===== config.mk =====
export PLATFORM = sky130hd
export DESIGN_NAME = pixel_event_scheduler
export DESIGN_NICKNAME = d
export VERILOG_FILES = /design/src/rtl/lib_arbiter_pkg.sv /design/src/rtl/lsb_priority_enc.sv /design/src/rtl/pixel_event_scheduler.sv
export SDC_FILE = /design/constraint.sdc
export NUM_CORES = 1
export LEC_CHECK = 0
export ABC_AREA = 1
export CAP_MARGIN = 20
export CORE_AREA = 2 2 118 120
export DETAILED_ROUTE_END_ITERATION = 7
export DIE_AREA = 0 0 120 122
export DONT_BUFFER_PORTS = 1
export PLACE_DENSITY = 0.62
export SLEW_MARGIN = 20
export SYNTH_ARGS = -nofsm -noshare
export SYNTH_HDL_FRONTEND = slang
export SYNTH_HIERARCHICAL = 1
export SYNTH_SLANG_ARGS = --single-unit

===== constraint.sdc =====
create_clock -name clk_i -period 6.4 [get_ports clk_i]
set_input_delay 1.28 -clock clk_i [delete_from_list [all_inputs] [get_ports clk_i]]
set_output_delay 1.28 -clock clk_i [all_outputs]
set_load 0.1 [all_outputs]

===== src/rtl/lib_arbiter_pkg.sv =====
// Shared definitions for the pixel event scheduler: default geometry,
// scheduler state encoding and the default-width event word.
package lib_arbiter_pkg;

    localparam int DEF_ROWS     = 4;
    localparam int DEF_COLS     = 4;
    localparam int DEF_POLARITY = 2;
    localparam int DEF_TS_W     = 16;
    localparam int DEF_ROW_W    = $clog2(DEF_ROWS);
    localparam int DEF_COL_W    = $clog2(DEF_COLS);
    localparam int WIDTH        = DEF_TS_W + DEF_ROW_W + DEF_COL_W + DEF_POLARITY;

    typedef enum logic [1:0] {
        IDLE,
        SCAN,
        SEND,
        RELEASE
    } sched_state_t;

    typedef struct packed {
        logic [DEF_TS_W-1:0]     ts;
        logic [DEF_ROW_W-1:0]    row;
        logic [DEF_COL_W-1:0]    col;
        logic [DEF_POLARITY-1:0] pol;
    } evt_t;

endpackage


===== src/rtl/lsb_priority_enc.sv =====
// Finds the lowest set bit of a mask; bit 0 wins.
module lsb_priority_enc #(
    parameter  int N     = 16,
    localparam int IDX_W = (N > 1) ? $clog2(N) : 1
) (
    input  logic [N-1:0]     mask_i,
    output logic             found_o,
    output logic [IDX_W-1:0] idx_o
);

    // NOTE: both outputs get a value before the loop, so no path leaves them unassigned and no latch is inferred.
    always_comb begin
        found_o = 1'b0;
        idx_o   = '0;
        for (int i = N - 1; i >= 0; i--) begin
            if (mask_i[i]) begin
                found_o = 1'b1;
                idx_o   = IDX_W'(i);
            end
        end
    end

endmodule


===== src/rtl/pixel_event_scheduler.sv =====
// Round-based scheduler: snapshots active pixels, emits one event per pixel
// in ascending index order with a grant each, then pulses group release.
module pixel_event_scheduler
    import lib_arbiter_pkg::*;
#(
    parameter  int ROWS     = DEF_ROWS,
    parameter  int COLS     = DEF_COLS,
    parameter  int POLARITY = DEF_POLARITY,
    parameter  int TS_W     = DEF_TS_W,
    localparam int ROW_W    = $clog2(ROWS),
    localparam int COL_W    = $clog2(COLS),
    localparam int WIDTH    = TS_W + ROW_W + COL_W + POLARITY
) (
    input  logic                                   clk_i,
    input  logic                                   reset_i,
    input  logic [ROWS-1:0][COLS-1:0][POLARITY-1:0] req_i,
    input  logic                                   evt_ready_i,
    output logic                                   evt_valid_o,
    output logic [WIDTH-1:0]                       evt_data_o,
    output logic [ROWS-1:0][COLS-1:0]              gnt_o,
    output logic                                   grp_release_o
);

    localparam int N     = ROWS * COLS;
    localparam int IDX_W = (N > 1) ? $clog2(N) : 1;

    typedef struct packed {
        logic [TS_W-1:0]     ts;
        logic [ROW_W-1:0]    row;
        logic [COL_W-1:0]    col;
        logic [POLARITY-1:0] pol;
    } evt_word_t;

    // Row-major flattening puts pixel (r,c) at index r*COLS+c.
    logic [N-1:0][POLARITY-1:0] req_flat;
    logic [N-1:0]               active;
    assign req_flat = req_i;

    always_comb begin
        active = '0;
        for (int i = 0; i < N; i++) begin
            active[i] = |req_flat[i];
        end
    end

    sched_state_t     state_q, state_n;
    logic [N-1:0]     pending_q, pending_n;
    logic [TS_W-1:0]  round_ts_q, round_ts_n;
    logic [TS_W-1:0]  ts_cnt_q;
    logic [IDX_W-1:0] sel_q, sel_n;
    evt_word_t        evt_q, evt_n;
    logic             valid_q, valid_n;
    logic [N-1:0]     gnt_q, gnt_n;
    logic             rel_q, rel_n;

    logic             cand_found;
    logic [IDX_W-1:0] cand_idx;
    logic [31:0]      cand_ext;
    logic [N-1:0]     sel_mask;

    lsb_priority_enc #(.N(N)) u_enc (
        .mask_i  (pending_q & active),
        .found_o (cand_found),
        .idx_o   (cand_idx)
    );

    assign cand_ext = 32'(cand_idx);
    assign sel_mask = N'(1) << sel_q;

    always_comb begin
        state_n    = state_q;
        pending_n  = pending_q;
        round_ts_n = round_ts_q;
        sel_n      = sel_q;
        evt_n      = evt_q;
        valid_n    = valid_q;
        gnt_n      = '0;
        rel_n      = 1'b0;
        unique case (state_q)
            IDLE: begin
                if (|active) begin
                    pending_n  = active;
                    round_ts_n = ts_cnt_q;
                    state_n    = SCAN;
                end
            end
            SCAN: begin
                if (!cand_found) begin
                    pending_n = '0;
                    state_n   = RELEASE;
                end else begin
                    evt_n.ts  = round_ts_q;
                    evt_n.row = ROW_W'(cand_ext / COLS);
                    evt_n.col = COL_W'(cand_ext % COLS);
                    evt_n.pol = req_flat[cand_idx];
                    sel_n     = cand_idx;
                    valid_n   = 1'b1;
                    state_n   = SEND;
                end
            end
            SEND: begin
                // The grant goes to the registered pixel even if its request has since dropped.
                if (evt_ready_i) begin
                    valid_n   = 1'b0;
                    gnt_n     = sel_mask;
                    pending_n = pending_q & ~sel_mask;
                    state_n   = |(pending_q & ~sel_mask) ? SCAN : RELEASE;
                end
            end
            RELEASE: begin
                rel_n   = 1'b1;
                state_n = IDLE;
            end
            default: state_n = IDLE;
        endcase
    end

    // NOTE: sequential state uses non-blocking assignments so every register samples pre-edge values.
    always_ff @(posedge clk_i or negedge reset_i) begin
        if (!reset_i) begin
            state_q    <= IDLE;
            pending_q  <= '0;
            round_ts_q <= '0;
            ts_cnt_q   <= '0;
            sel_q      <= '0;
            evt_q      <= '0;
            valid_q    <= 1'b0;
            gnt_q      <= '0;
            rel_q      <= 1'b0;
        end else begin
            state_q    <= state_n;
            pending_q  <= pending_n;
            round_ts_q <= round_ts_n;
            ts_cnt_q   <= ts_cnt_q + TS_W'(1);
            sel_q      <= sel_n;
            evt_q      <= evt_n;
            valid_q    <= valid_n;
            gnt_q      <= gnt_n;
            rel_q      <= rel_n;
        end
    end

    assign evt_valid_o   = valid_q;
    assign evt_data_o    = evt_q;
    assign gnt_o         = gnt_q;
    assign grp_release_o = rel_q;

endmodule


### Yosys cells after proc, flatten, opt, wreduce, memory -nomap -nowiden

Cells that the tools add are included.

| storage, ports and cells | value |
|---|---|
| bits in registers | 94 |
| input port bits | 35 |
| output and inout port bits | 40 |
| word-level logic and storage cells | 100 |

| operators by class | value |
|---|---|
| $add $sub $neg | 1 |
| order comparisons | 1 |
| equality and inequality tests | 7 |
| shift-type cells | 1 |
| multiplexer cells | 49 |
| bitwise operators | 3 |
| reductions and logical operators | 26 |

Operators with widths:

| operator | number |
|---|---|
| 16-bit 2-to-1 mux | 5 |
| 4-bit 2-to-1 mux | 16 |
| 16-bit case mux with 3 select lines | 1 |
| 16-bit AND | 2 |
| 2-bit OR reduction | 16 |
| 32-bit OR reduction | 1 |
| 1-bit 2-to-1 mux | 20 |
| 16-bit by 1-bit adder with 16-bit output, second input constant | 1 |
| 16-bit inverter | 1 |
| 16-bit OR reduction | 1 |
| 1-bit by 4-bit << shifter with 16-bit output, first input constant | 1 |
| 2-bit binary-select mux with 4-bit select | 1 |
| 2-bit 2-to-1 mux | 4 |
| 2-bit != test, second input constant | 4 |
| 2-bit case mux with 4 select lines | 1 |
| 2-bit AND reduction | 3 |
| 4-bit by 5-bit < comparator with 1-bit output, second input constant | 1 |
| 2-bit == test, second input constant | 2 |
| 4-bit AND reduction | 1 |
| 3-bit AND reduction | 1 |
| 3-bit nonzero test | 1 |
| 2-bit by 1-bit == test with 1-bit output, second input constant | 1 |
| 2-bit logical NOT | 1 |
| 1-bit case mux with 2 select lines | 1 |
| 2-bit nonzero test | 1 |

### Longest topological paths before layout

Gate-level depths: netlist of run 1.

| depth | value |
|---|---|
| depth in word-level cells | 20 |
| mapped depth | 26 |
| mapped depth without buffers | 24 |

### Hierarchy

The synthesis of run 1 kept the hierarchy.

By module, submodules not included:

| module | instances | cells each | area an instance (um^2) | seq. area each (um^2) |
|---|---|---|---|---|
| pixel_event_scheduler | 1 | 560 | 4,533.1 | 2,252.2 |
| lsb_priority_enc | 1 | 49 | 209.0 | 0.0 |

### Least setup slack after synthesis of run 1

OpenSTA, ideal clock, no wires.

| timing path | value |
|---|---|
| path type | input-to-reg |
| start point | in req_i[28] in the netlist's numbering |
| end point | reg evt_q (netlist bit evt_data_o[0]) |
| library setup time | 0.130 ns |
| arrival | 3.084 ns |
| setup slack | 3.187 ns |
| stages on the path | 24 |
| path buffers | 2 |
| cells stage by stage | nor2_1 nor2_1 inv_1 nand2_1 nand2_1 nand2_1 nand2_1 nand2_1 nand2_1 nand2_1 nand2_1 nand2_1 nand2_1 nand2_1 nand2_1 nand2_1 a21oi_2 buf_2 clkinv_1 buf_4 nand2_1 a21oi_1 o31ai_1 a21oi_1 |

| on the way | value |
|---|---|
| longest elaborated chain between the ends | 19 |
| elaborated cells between the ends (all ways) | 35 |

Ends and longest elaborated chain:

| element | RTL line | RTL |
|---|---|---|
| start: declaration | pixel_event_scheduler.sv:16 | `input logic [ROWS-1:0][COLS-1:0][POLARITY-1:0] req_i,` |
| 2-bit OR reduction | pixel_event_scheduler.sv:42 | `active[i] = \|req_flat[i];` |
| 16-bit AND | pixel_event_scheduler.sv:62 | `.mask_i (pending_q & active),` |
| 4-bit 2-to-1 mux (15 in a row) | lsb_priority_enc.sv:16 | `if (mask_i[i]) begin` |
| via cand_idx[0] | pixel_event_scheduler.sv:57 | `logic [IDX_W-1:0] cand_idx;` |
| 2-bit binary-select mux with 4-bit select | pixel_event_scheduler.sv:95 | `evt_n.pol = req_flat[cand_idx];` |
| 2-bit 2-to-1 mux (implied by the code) | pixel_event_scheduler.sv:95 |  |
| end signal: assignment | pixel_event_scheduler.sv:136 | `evt_q <= evt_n;` |
| end: declaration | pixel_event_scheduler.sv:51 | `evt_word_t evt_q, evt_n;` |

The timed path passes the listed nets, and every way through them passes these cells. The select of a mux whose other input is x is not followed.
A chain may end at the register's enable or synchronous reset.

### Worst setup path after layout of run 1

Ends and elaborated chain as after synthesis.

==> impl_metrics.tcl, run 1 <==
set metrics [dict create \
    globalRoute.totalOverflow 0 \
    ant_nets 0 \
    yosysWarnings 6 \
    synth_area_um2 4740 \
    area_growth_syn_to_layout_pct 9.21 \
    drc_errors 0 \
    core-area_um2 13500 \
    rsz0062_at_grt "no" \
    critPathArrivalTime_ns 4.02 \
    timing.final.setup_violations 0 \
    die_outline_area_um2 14600 \
    worstSkewPairLatency_ns 0.34 \
    detailedRoute.firstIterationViolations 187 \
    synth_flop_cell "dfrtp_1" \
    grt_pass1_wl_mm 19.3 \
    timing.hold.ws_ns 0.475 \
    number_of_setup_buffers_added_after_cts 0 \
    static-leakage-power_uw 0.00253 \
    clock-sinks 90 \
    globalRouteMet3Util_pct 5.10 \
    drive_gt1_share_pct 11.5 \
    clockBufferDepth 2 \
    powerDensity_nw_per_um2 529 \
    worst_slew_margin_rel_pct 28.7 \
    postSynthAreaPerCell_um2 7.79 \
    gr-max-usage-layer "met2" \
    dp_hpwl_mm 9.04 \
    maxCapViolCount 0 \
    postCtsResizedCells 0 \
    clk_pin_slew_worst_paths_ns 0.07 \
    first_pass_iters 5 \
    criticalPathCategory "in -> reg" \
    critical_path.max_fanout 17 \
    num_rows 43 \
    pin_count 75 \
    place_ws_ns 2.31 \
    numCtsBuffers 9 \
    post_synth_inst_count 609 \
    synthesized_nets 650 \
    max_freq_mhz 264 \
    drt-total-wl_mm 11.8 \
    status "finished, final reports clean" \
    wire_per_inst_um 15.0 \
    timing_max_transition_violations_final 0 \
    timing.reg2reg.worst_path_depth 15 \
    floorplan.initialDensity_pct 35.1 \
    grt_max_degree 91 \
    whs_path_depth 2 \
    post_synthesis_sequential_area_ratio_pct 47.5 \
    layout.cells.most_common_list "nand2_1 (169), dfrtp_1 (90), inv_1 (73)" \
    sum_of_negative_setup_slack_ns 0 \
    post-route-util_pct 38.3 \
    die_width_um 120 \
    setup_slack_ns 2.61 \
    hold_viol 0 \
    grtUsageMet1_pct 18.9 \
    hold_buffers 0 \
    cts_htree_levels 3 \
    finish.net_count 645 \
    worstSetupStartpointType "input port" \
    max-vdd-ir-drop_uv 226 \
    finalClockSkew_ns 0.00790 \
    number_of_fill_cells 1385 \
    clock_tree.root_cell "clkbuf_16" \
    met2_usage_pct 30.8 \
    vias_after_detailed_routing 3777 \
    track_usage_pct 17.0 \
    synth_edf_count 0 \
    chipHeight_um 122 \
    crit_path_end_kind "flop" \
    synth_async_sr_flop_share_pct 100 \
    ys_ff_latch 90 \
    layout_commonest_cell "nand2_1" \
    total_power_uw 2740 \
    period_needed_ns 3.79 \
    via_per_inst 4.79 \
    holdCritPathClass "reg -> reg" \
    insertedDiodeCount 0 \
    worstPathRequired_ns 6.62 \
    cts_tree "yes" \
    placement.io_buffers 0 \
    ys_types 34 \
    register_area_um2 2250 \
    timing.final.crit_share_pct 59.2 \
    multi_input_comb_area_um2 2040 \
    worst-slew-pin-transition_ns 1.07 \
    vias_in_the_first_global_route 3826 \
    number_of_antenna_violations_at_the_first_check_in_global_routing 0 \
    gpl.final_weighted_congestion 0.879 \
]
==> cell type report <==
cell class	count	share of cell area, %
sequential	90	43.5
multi-input combinational	415	39.4
inverter	83	6.02
clock buffer	10	4.61
tap	180	4.35
timing repair buffer	5	1.18
clock inverter	6	0.918
==> registers in the layout, summed over array words and instances (netlist names) <==
name,flops
ts_cnt_q,16
evt_valid_o,1
round_ts_q,16
gnt_o,16
sel_q,4
state_q,2
pending_q,16
grp_release_o,1
evt_data_o,18
==> cells by family after synthesis <==
family	Yosys count	synth area share, %
AND/OR/NAND/NOR	323	29.4
buffers and inverters	104	9.60
flip-flops	90	47.5
AO/OA/AOI/OAI	73	9.55
XOR/XNOR	13	2.40
adder cells (fa/ha/maj)	6	1.58
==> final timing paths <==
path	start	slack, ns	to
max	req_i[28]	2.61	evt_data_o[0]$_DFFE_PN0P_
min	round_ts_q[10]$_DFFE_PN0P_	0.47	evt_data_o[16]$_DFFE_PN0P_
max reg2reg	pending_q[15]$_DFFE_PN0P_	3.16	evt_data_o[1]$_DFFE_PN0P_
min reg2reg	round_ts_q[10]$_DFFE_PN0P_	0.47	evt_data_o[16]$_DFFE_PN0P_
max in group asynchronous	reset_i	5.61	pending_q[12]$_DFFE_PN0P_
min in group asynchronous	reset_i	0.63	gnt_o[2]$_DFF_PN0_
==> Yosys cell counts (4+ instances only) <==
cell	number	share of area, %
ha_1	6	1.6
nor3_1	5	0.53
nand4_1	11	1.5
dfrtp_1	90	47
buf_2	7	0.74
o21ai_0	21	2.2
o21ai_1	4	0.42
nand2_1	169	13
nand2_2	14	1.8
o22ai_1	16	2.1
clkbuf_1	5	0.40
nor2_1	70	5.5
nand3_1	40	4.2
buf_4	4	0.63
o21ai_2	15	2.8
inv_2	8	0.63
nor2_2	7	0.92
inv_1	73	5.8
xor2_1	13	2.4
a21oi_1	13	1.4
==> power breakdown <==
part | switching [uW] | internal [uW]
logic | 809 | 386
registers | 357 | 687
clock network | 226 | 277
total | 1390 | 1350
==> worst max-delay path: stages <==
cell	delay, ns
nor2_1	0.15
nor2_1	0.08
inv_1	0.05
nand2_1	0.04
nand2_1	0.05
nand2_1	0.04
nand2_1	0.05
nand2_1	0.05
nand2_1	0.05
nand2_1	0.05
nand2_1	0.05
nand2_1	0.04
nand2_1	0.05
nand2_1	0.04
nand2_1	0.05
nand2_1	0.06
a21oi_2	0.56
clkinv_1	0.58
nand2_1	0.19
nand3_1	0.09
nand3_1	0.12
nand2_1	0.06
a21oi_1	0.13
a21oi_1	0.08
==> stage by stage <==
step / cell area, um2 / instances
2_1_floorplan: 4740 / 609
3_3_place_gp: 4850 / 771
3_5_place_dp: 4880 / 773
4_1_cts: 5170 / 789
5_1_grt: 5180 / 789
6_report: 5180 / 789
==> per-layer routing <==
metal  up-vias  part of all wire [%]
met3        22                   6.2
met2        97                    51
li1       1909                     -
met5         -                     0
met4         0                   2.4
met1      1749                    40
(Power assumes the default switching activity.)
==> inputs of run 2 (changes only) <==
clock period = 3.5 ns   (was 6.4 ns; I/O delays follow)
==> run 2 against run 1 <==
Compared with the run above:
- largest power group unchanged
- critical path depth down 2
- global-route usage shrank 0.11 points
- combinational power increased by 94%
- worst setup slack worse by 2.0 ns
- clock skew down 0.0025 ns
- first-iteration DRC count rose by 19%
==> impl_metrics.tcl, run 2 (synthesis gave the netlist of run 1 again) <==
set metrics [dict create \
    holdCritPathClass "in -> async" \
    layout.cells.most_common_list "nand2_1 (169), dfrtp_1 (90), inv_1 (73)" \
    hold_viol 0 \
    number_of_antenna_violations_at_the_first_check_in_global_routing 0 \
    setup_slack_ns 0.596 \
    clock-sinks 90 \
    sum_of_negative_setup_slack_ns 0 \
    rsz0062_at_grt "no" \
    worstSetupStartpointType "input port" \
    dominant_delay_contributor_by_cell_family_on_the_critical_path "simple AND/OR/NAND/NOR gates" \
    via_per_inst 4.93 \
    postCtsResizedCells 0 \
    critPathBufInv 2 \
    clockBufferDepth 2 \
    place_ws_ns 0.302 \
    ant_nets 0 \
    worst-slew-pin-transition_ns 0.963 \
    path_depth 22 \
    critical_path.cell_chain "nor2_1 > nor2_1 > inv_1 > nand2_1 > nand2_1 > nand2_1 > nand2_1 > nand2_1 > nand2_1 > nand2_1 > nand2_1 > nand2_1 > nand2_1 > nand2_1 > nand2_1 > nand2_1 > a21oi_2 > clkinv_1 > nand2_1 > a21oi_1 > o31ai_1 > a21oi_1" \
    period_needed_ns 2.90 \
    crit_slowest_cell "clkinv_1" \
    number_of_setup_buffers_added_after_cts 0 \
    timing.final.crit_share_pct 83.0 \
    clk_pin_slew_worst_paths_ns 0.07 \
    placement.io_buffers 0 \
    layout_commonest_cell "nand2_1" \
    finish.net_count 648 \
    numCtsBuffers 9 \
    grt_max_degree 91 \
    floorplan.initialDensity_pct 35.1 \
    powerDensity_nw_per_um2 994 \
    drt-total-wl_mm 12.0 \
    vias_in_the_first_global_route 3884 \
    first_pass_iters 5 \
    die_width_um 120 \
    maxCapViolCount 0 \
    crit_reg_reg_startpoint "pending_q[13]$_DFFE_PN0P_" \
    critPathLaunch "req_i[28]" \
    cp_slowest_stage_delay_ns 0.41 \
    static-leakage-power_uw 0.00254 \
    worst_slew_margin_rel_pct 35.8 \
    finalClockSkew_ns 0.00544 \
    gpl.final_weighted_congestion 0.933 \
    timing.critical_path.mode_cell "nand2_1" \
    drc_errors 0 \
    status "finished, final reports clean" \
    timing.final.setup_violations 0 \
    max_freq_mhz 344 \
    hold_buffers 0 \
    criticalPathCategory "in -> reg" \
    largest_register_ffs 18 \
    critPathArrivalTime_ns 3.12 \
    max-vdd-ir-drop_uv 483 \
    pin_count 75 \
    clock_tree.root_cell "clkbuf_16" \
    dp_hpwl_mm 9.06 \
    wire_per_inst_um 15.2 \
    drive_gt1_share_pct 11.8 \
    critical_path.max_fanout 17 \
    die_outline_area_um2 14600 \
    insertedDiodeCount 0 \
    worstSkewPairLatency_ns 0.34 \
    globalRoute.totalOverflow 0 \
    core-area_um2 13500 \
    cts_htree_levels 3 \
    crit_path_end_kind "flop" \
    worstPathRequired_ns 3.71 \
    timing.reg2reg.worst_path_depth 21 \
    num_rows 43 \
    track_usage_pct 16.9 \
    detailedRoute.firstIterationViolations 223 \
    chipHeight_um 122 \
    vias_after_detailed_routing 3904 \
    timing_max_transition_violations_final 0 \
    grt_pass1_wl_mm 19.1 \
    area_growth_syn_to_layout_pct 9.37 \
    cts_tree "yes" \
]
-- run 2: metal layers --
| layer | share of wire (%) | vias up | GRT usage [%] | wire length (um) |
|---|---|---|---|---|
| met4 | 4.1 | 0 | 8.38 | 495 |
| met5 | 0 | - | 0 | 0 |
| li1 | - | 1907 | - | - |
| met3 | 7.0 | 36 | 5.01 | 846 |
| met2 | 48 | 126 | 29.0 | 5790 |
| met1 | 41 | 1835 | 19.1 | 4880 |
-- run 2: layout make-up --
class	count	area (um2)
inverters	83	312
clock buffers	11	243
repair buffers	8	60.1
multi-input cells	415	2030
flip-flops and latches	90	2250
clock inverters	5	60.1
well taps	180	225
fillers	1387	8320
-- run 2: path summary, 6_finish.rpt --
check                                             end  slack, ns
max                         evt_data_o[0]$_DFFE_PN0P_       0.60
min in group clk_i         evt_data_o[16]$_DFFE_PN0P_       0.47
max in group asynchronous        sel_q[1]$_DFFE_PN0P_       3.32
min reg2reg                evt_data_o[16]$_DFFE_PN0P_       0.47
min                         pending_q[10]$_DFFE_PN0P_       0.05
max reg2reg                 evt_data_o[0]$_DFFE_PN0P_       0.70
-- run 2: worst reg2reg max path: stages, from the launching register on --
cell and delay (ns):
dfrtp_1 0.39, inv_1 0.06, nor2_1 0.20, inv_1 0.10, nand2_1 0.08, nand2_1 0.05
nand2_1 0.05, nand2_1 0.05, nand2_1 0.05, nand2_1 0.05, nand2_1 0.06, nand2_1 0.05
nand2_1 0.06, nand2_1 0.05, nand2_1 0.05, nand2_1 0.05, a21oi_2 0.14, clkinv_1 0.41
nand2_1 0.19, a21oi_1 0.08, o31ai_1 0.36, a21oi_1 0.11
-- run 2: through the flow --
step | utilization [%] | std cells | power, uW | hold slack [ns] | instance area (um2)
after floorplan | - | 609 | 3780 | 0.404 | 4740
after global placement | 36.2 | 776 | 4120 | 0.407 | 4880
after detailed placement | 36.2 | 776 | 4180 | 0.407 | 4880
after CTS | 38.4 | 792 | 5180 | 0.0403 | 5190
after global routing | 38.4 | 792 | 5520 | 0.0334 | 5190
final | 38.4 | 792 | 5160 | 0.0491 | 5190
-- run 2: power by group --
group	switching, uW	internal (uW)	total (uW)
clock	408	577	985
sequential	607	1260	1860
combinational	1590	717	2310
total	2610	2550	5160
==> inputs of run 3 (changes only) <==
PLACE_DENSITY = 0.63   (was 0.62)
clock period = 2.5 ns   (was 3.5 ns; I/O delays follow)
==> run 3 against run 2 <==
Compared with the run above:
- sequential cell count is the same
- power is 45% higher
- the flow now finishes with violations (design-rule violations, negative hold slack)
- critical path type is now reg -> reg
- utilization up 2.5 points
- critical endpoint unchanged
- global-route usage up 0.42 points
- combinational power up 71%
- sequential power rose by 15%
- largest power group unchanged
- count of clock-buffer cells in the layout stayed put
- design area grew 6.5%
- worst setup slack got worse by 0.41 ns
==> impl_metrics.tcl, run 3 (synthesis gave the netlist of run 1 again) <==
set metrics [dict create \
    fraction_of_power_consumed_by_sequential_logic_pct 28.6 \
    grt_max_degree 91 \
    worst_slew_margin_rel_pct 39.1 \
    max-vdd-ir-drop_uv 626 \
    insertedDiodeCount 0 \
    timing.final.crit_share_pct 92.4 \
    number_of_fill_cells 1356 \
    num_rows 43 \
    largest_register_ffs 18 \
    drt-total-wl_mm 12.0 \
    vias_after_detailed_routing 3999 \
    switching_power_uw 3640 \
    vias_in_the_first_global_route 3831 \
    area_growth_syn_to_layout_pct 16.5 \
    rrSetupSlack_ns 0.19 \
    clockBufferDepth 2 \
    setup_slack_ns 0.190 \
    cp_slowest_stage_delay_ns 0.37 \
    postPlaceCellArea_um2 5170 \
    dominant_delay_contributor_by_cell_family_on_the_critical_path "simple AND/OR/NAND/NOR gates" \
    timing.hold.ws_ns -0.163 \
    globalRoute.totalOverflow 0 \
    via_per_inst 4.81 \
    max_freq_mhz 433 \
    maxCapViolCount 0 \
    wl_met3_um 771 \
    static-leakage-power_uw 0.00276 \
    holdCritPathClass "in -> async" \
    core-area_um2 13500 \
    layout_commonest_cell "nand2_1" \
    critical_path.max_fanout 8 \
    grt_pass1_wl_mm 19.5 \
    powerDensity_nw_per_um2 1350 \
    worstSkewPairLatency_ns 0.35 \
    intPower_uw 3830 \
    rsz0062_at_grt "no" \
    layout.cells.most_common_list "nand2_1 (169), dfrtp_1 (90), inv_1 (73)" \
    clk_pin_slew_worst_paths_ns 0.07 \
    timing_max_transition_violations_final 0 \
    critPathBufInv 3 \
    critical_path.cell_chain "inv_1 > nor2_4 > inv_1 > nand2_1 > nand2_1 > nand2_1 > nand2_1 > nand2_1 > nand2_1 > nand2_1 > nand2_1 > nand2_1 > nand2_1 > nand2_1 > nand2_1 > a21oi_4 > buf_6 > nand2_1 > nand3_1 > nand2_1 > a21oi_1 > o31ai_1 > a21oi_1" \
    drc_errors 1 \
    critPathArrivalTime_ns 2.59 \
    number_of_antenna_violations_at_the_first_check_in_global_routing 0 \
    die_width_um 120 \
    dp_hpwl_mm 9.13 \
    chipHeight_um 122 \
    failed_checks "design-rule violations, negative hold slack" \
    timing.final.setup_violations 0 \
    die_outline_area_um2 14600 \
    status "finished with violations" \
    cts_htree_levels 3 \
    crit_path_end_kind "flop" \
    criticalPathCategory "reg -> reg" \
    switching_share_pct 48.7 \
    placement.io_buffers 0 \
    detailedRoute.firstIterationViolations 228 \
    floorplan.initialDensity_pct 35.1 \
    numCtsBuffers 9 \
    timing.critical_path.mode_cell "nand2_1" \
    gpl.final_weighted_congestion 0.922 \
    wire_per_inst_um 14.5 \
    crit_slowest_cell "dfrtp_1" \
    hold_viol 90 \
    total_power_uw 7470 \
    clockPowerShare_pct 18.5 \
    ant_nets 0 \
    met1Wirelength_mm 4.80 \
    clock_tree.root_cell "clkbuf_16" \
    pin_count 75 \
    topRoutingLayerUsed "met4" \
    worst-slew-pin-transition_ns 0.913 \
    finalClockSkew_ns 0.00797 \
    worstPathRequired_ns 2.78 \
    clock-sinks 90 \
    worstSetupStartpointType "flop" \
    post-route-cell-area_um2 5520 \
    finish.net_count 688 \
    power.share.combinational_pct 52.9 \
    first_pass_iters 8 \
    place_ws_ns -0.00717 \
    period_needed_ns 2.31 \
    track_usage_pct 17.3 \
    drive_gt1_share_pct 17.8 \
    cts_tree "yes" \
    met2WireLength_mm 6.22 \
]
## run 3: changes by cell type in the layout (fill, tap and decap cells not counted), sizes merged
cell | before | now
clkinv | 3 | 1
buf | 8 | 47
clkbuf | 11 | 12
inv | 83 | 85
## run 3: layout make-up
cell class	count	area (um2)	area share [%]
sequential	90	2250	40.8
clock inverter	5	60.1	1.09
timing repair buffer	48	380	6.89
clock buffer	11	243	4.39
tap	180	225	4.08
inverter	83	312	5.64
multi-input combinational	415	2050	37.1
## run 3: worst register-to-register path, stage by stage (launching register included)
cell	delay [ns]
dfrtp_1	0.37
inv_1	0.08
nor2_4	0.12
inv_1	0.06
nand2_1	0.06
nand2_1	0.05
nand2_1	0.05
nand2_1	0.04
nand2_1	0.05
nand2_1	0.04
nand2_1	0.05
nand2_1	0.05
nand2_1	0.05
nand2_1	0.05
nand2_1	0.05
nand2_1	0.08
a21oi_4	0.20
buf_6	0.18
nand2_1	0.10
nand3_1	0.09
nand2_1	0.05
a21oi_1	0.12
o31ai_1	0.09
a21oi_1	0.15
## run 3: worst paths after layout
kind | startpoint | end | cells after the start
max | pending_q[13]$_DFFE_PN0P_ | evt_data_o[0]$_DFFE_PN0P_ | 23
min | reset_i | pending_q[4]$_DFFE_PN0P_ | 0
max reg2reg | pending_q[13]$_DFFE_PN0P_ | evt_data_o[0]$_DFFE_PN0P_ | 23
min reg2reg | round_ts_q[8]$_DFFE_PN0P_ | evt_data_o[14]$_DFFE_PN0P_ | 2
max in group asynchronous | reset_i | evt_data_o[16]$_DFFE_PN0P_ | 0
min in group clk_i | round_ts_q[8]$_DFFE_PN0P_ | evt_data_o[14]$_DFFE_PN0P_ | 2
## run 3: power groups by stage
stage	sequential (uW)	clock (uW)	combinational, uW
after floorplan	2760	0	2540
after global placement	2150	0	3770
after detailed placement	2160	0	3830
after CTS	2130	1430	3850
after global routing	2170	1480	4340
final	2140	1390	3950
## run 3: per-layer routing
layer	vias up	global-route usage [%]
met1	1888	20.3
met3	19	4.59
met2	104	30.7
li1	1988	-
met4	0	5.81
met5	-	0
## run 3: timing repair
item	in CTS	in global routing
endpoints found under the hold margin	90	90
resized for setup	0	9
setup endpoints to repair	0	2
setup buffers	0	2
## run 3: metrics by stage
stage / setup TNS, ns / cells / util, %
final: 0 / 832 / 40.9
after global placement: 0 / 813 / 38.3
after floorplan: 0 / 609 / -
after global routing: 0 / 832 / 40.9
after detailed placement: -0.00717 / 813 / 38.3
after CTS: 0 / 829 / 40.6
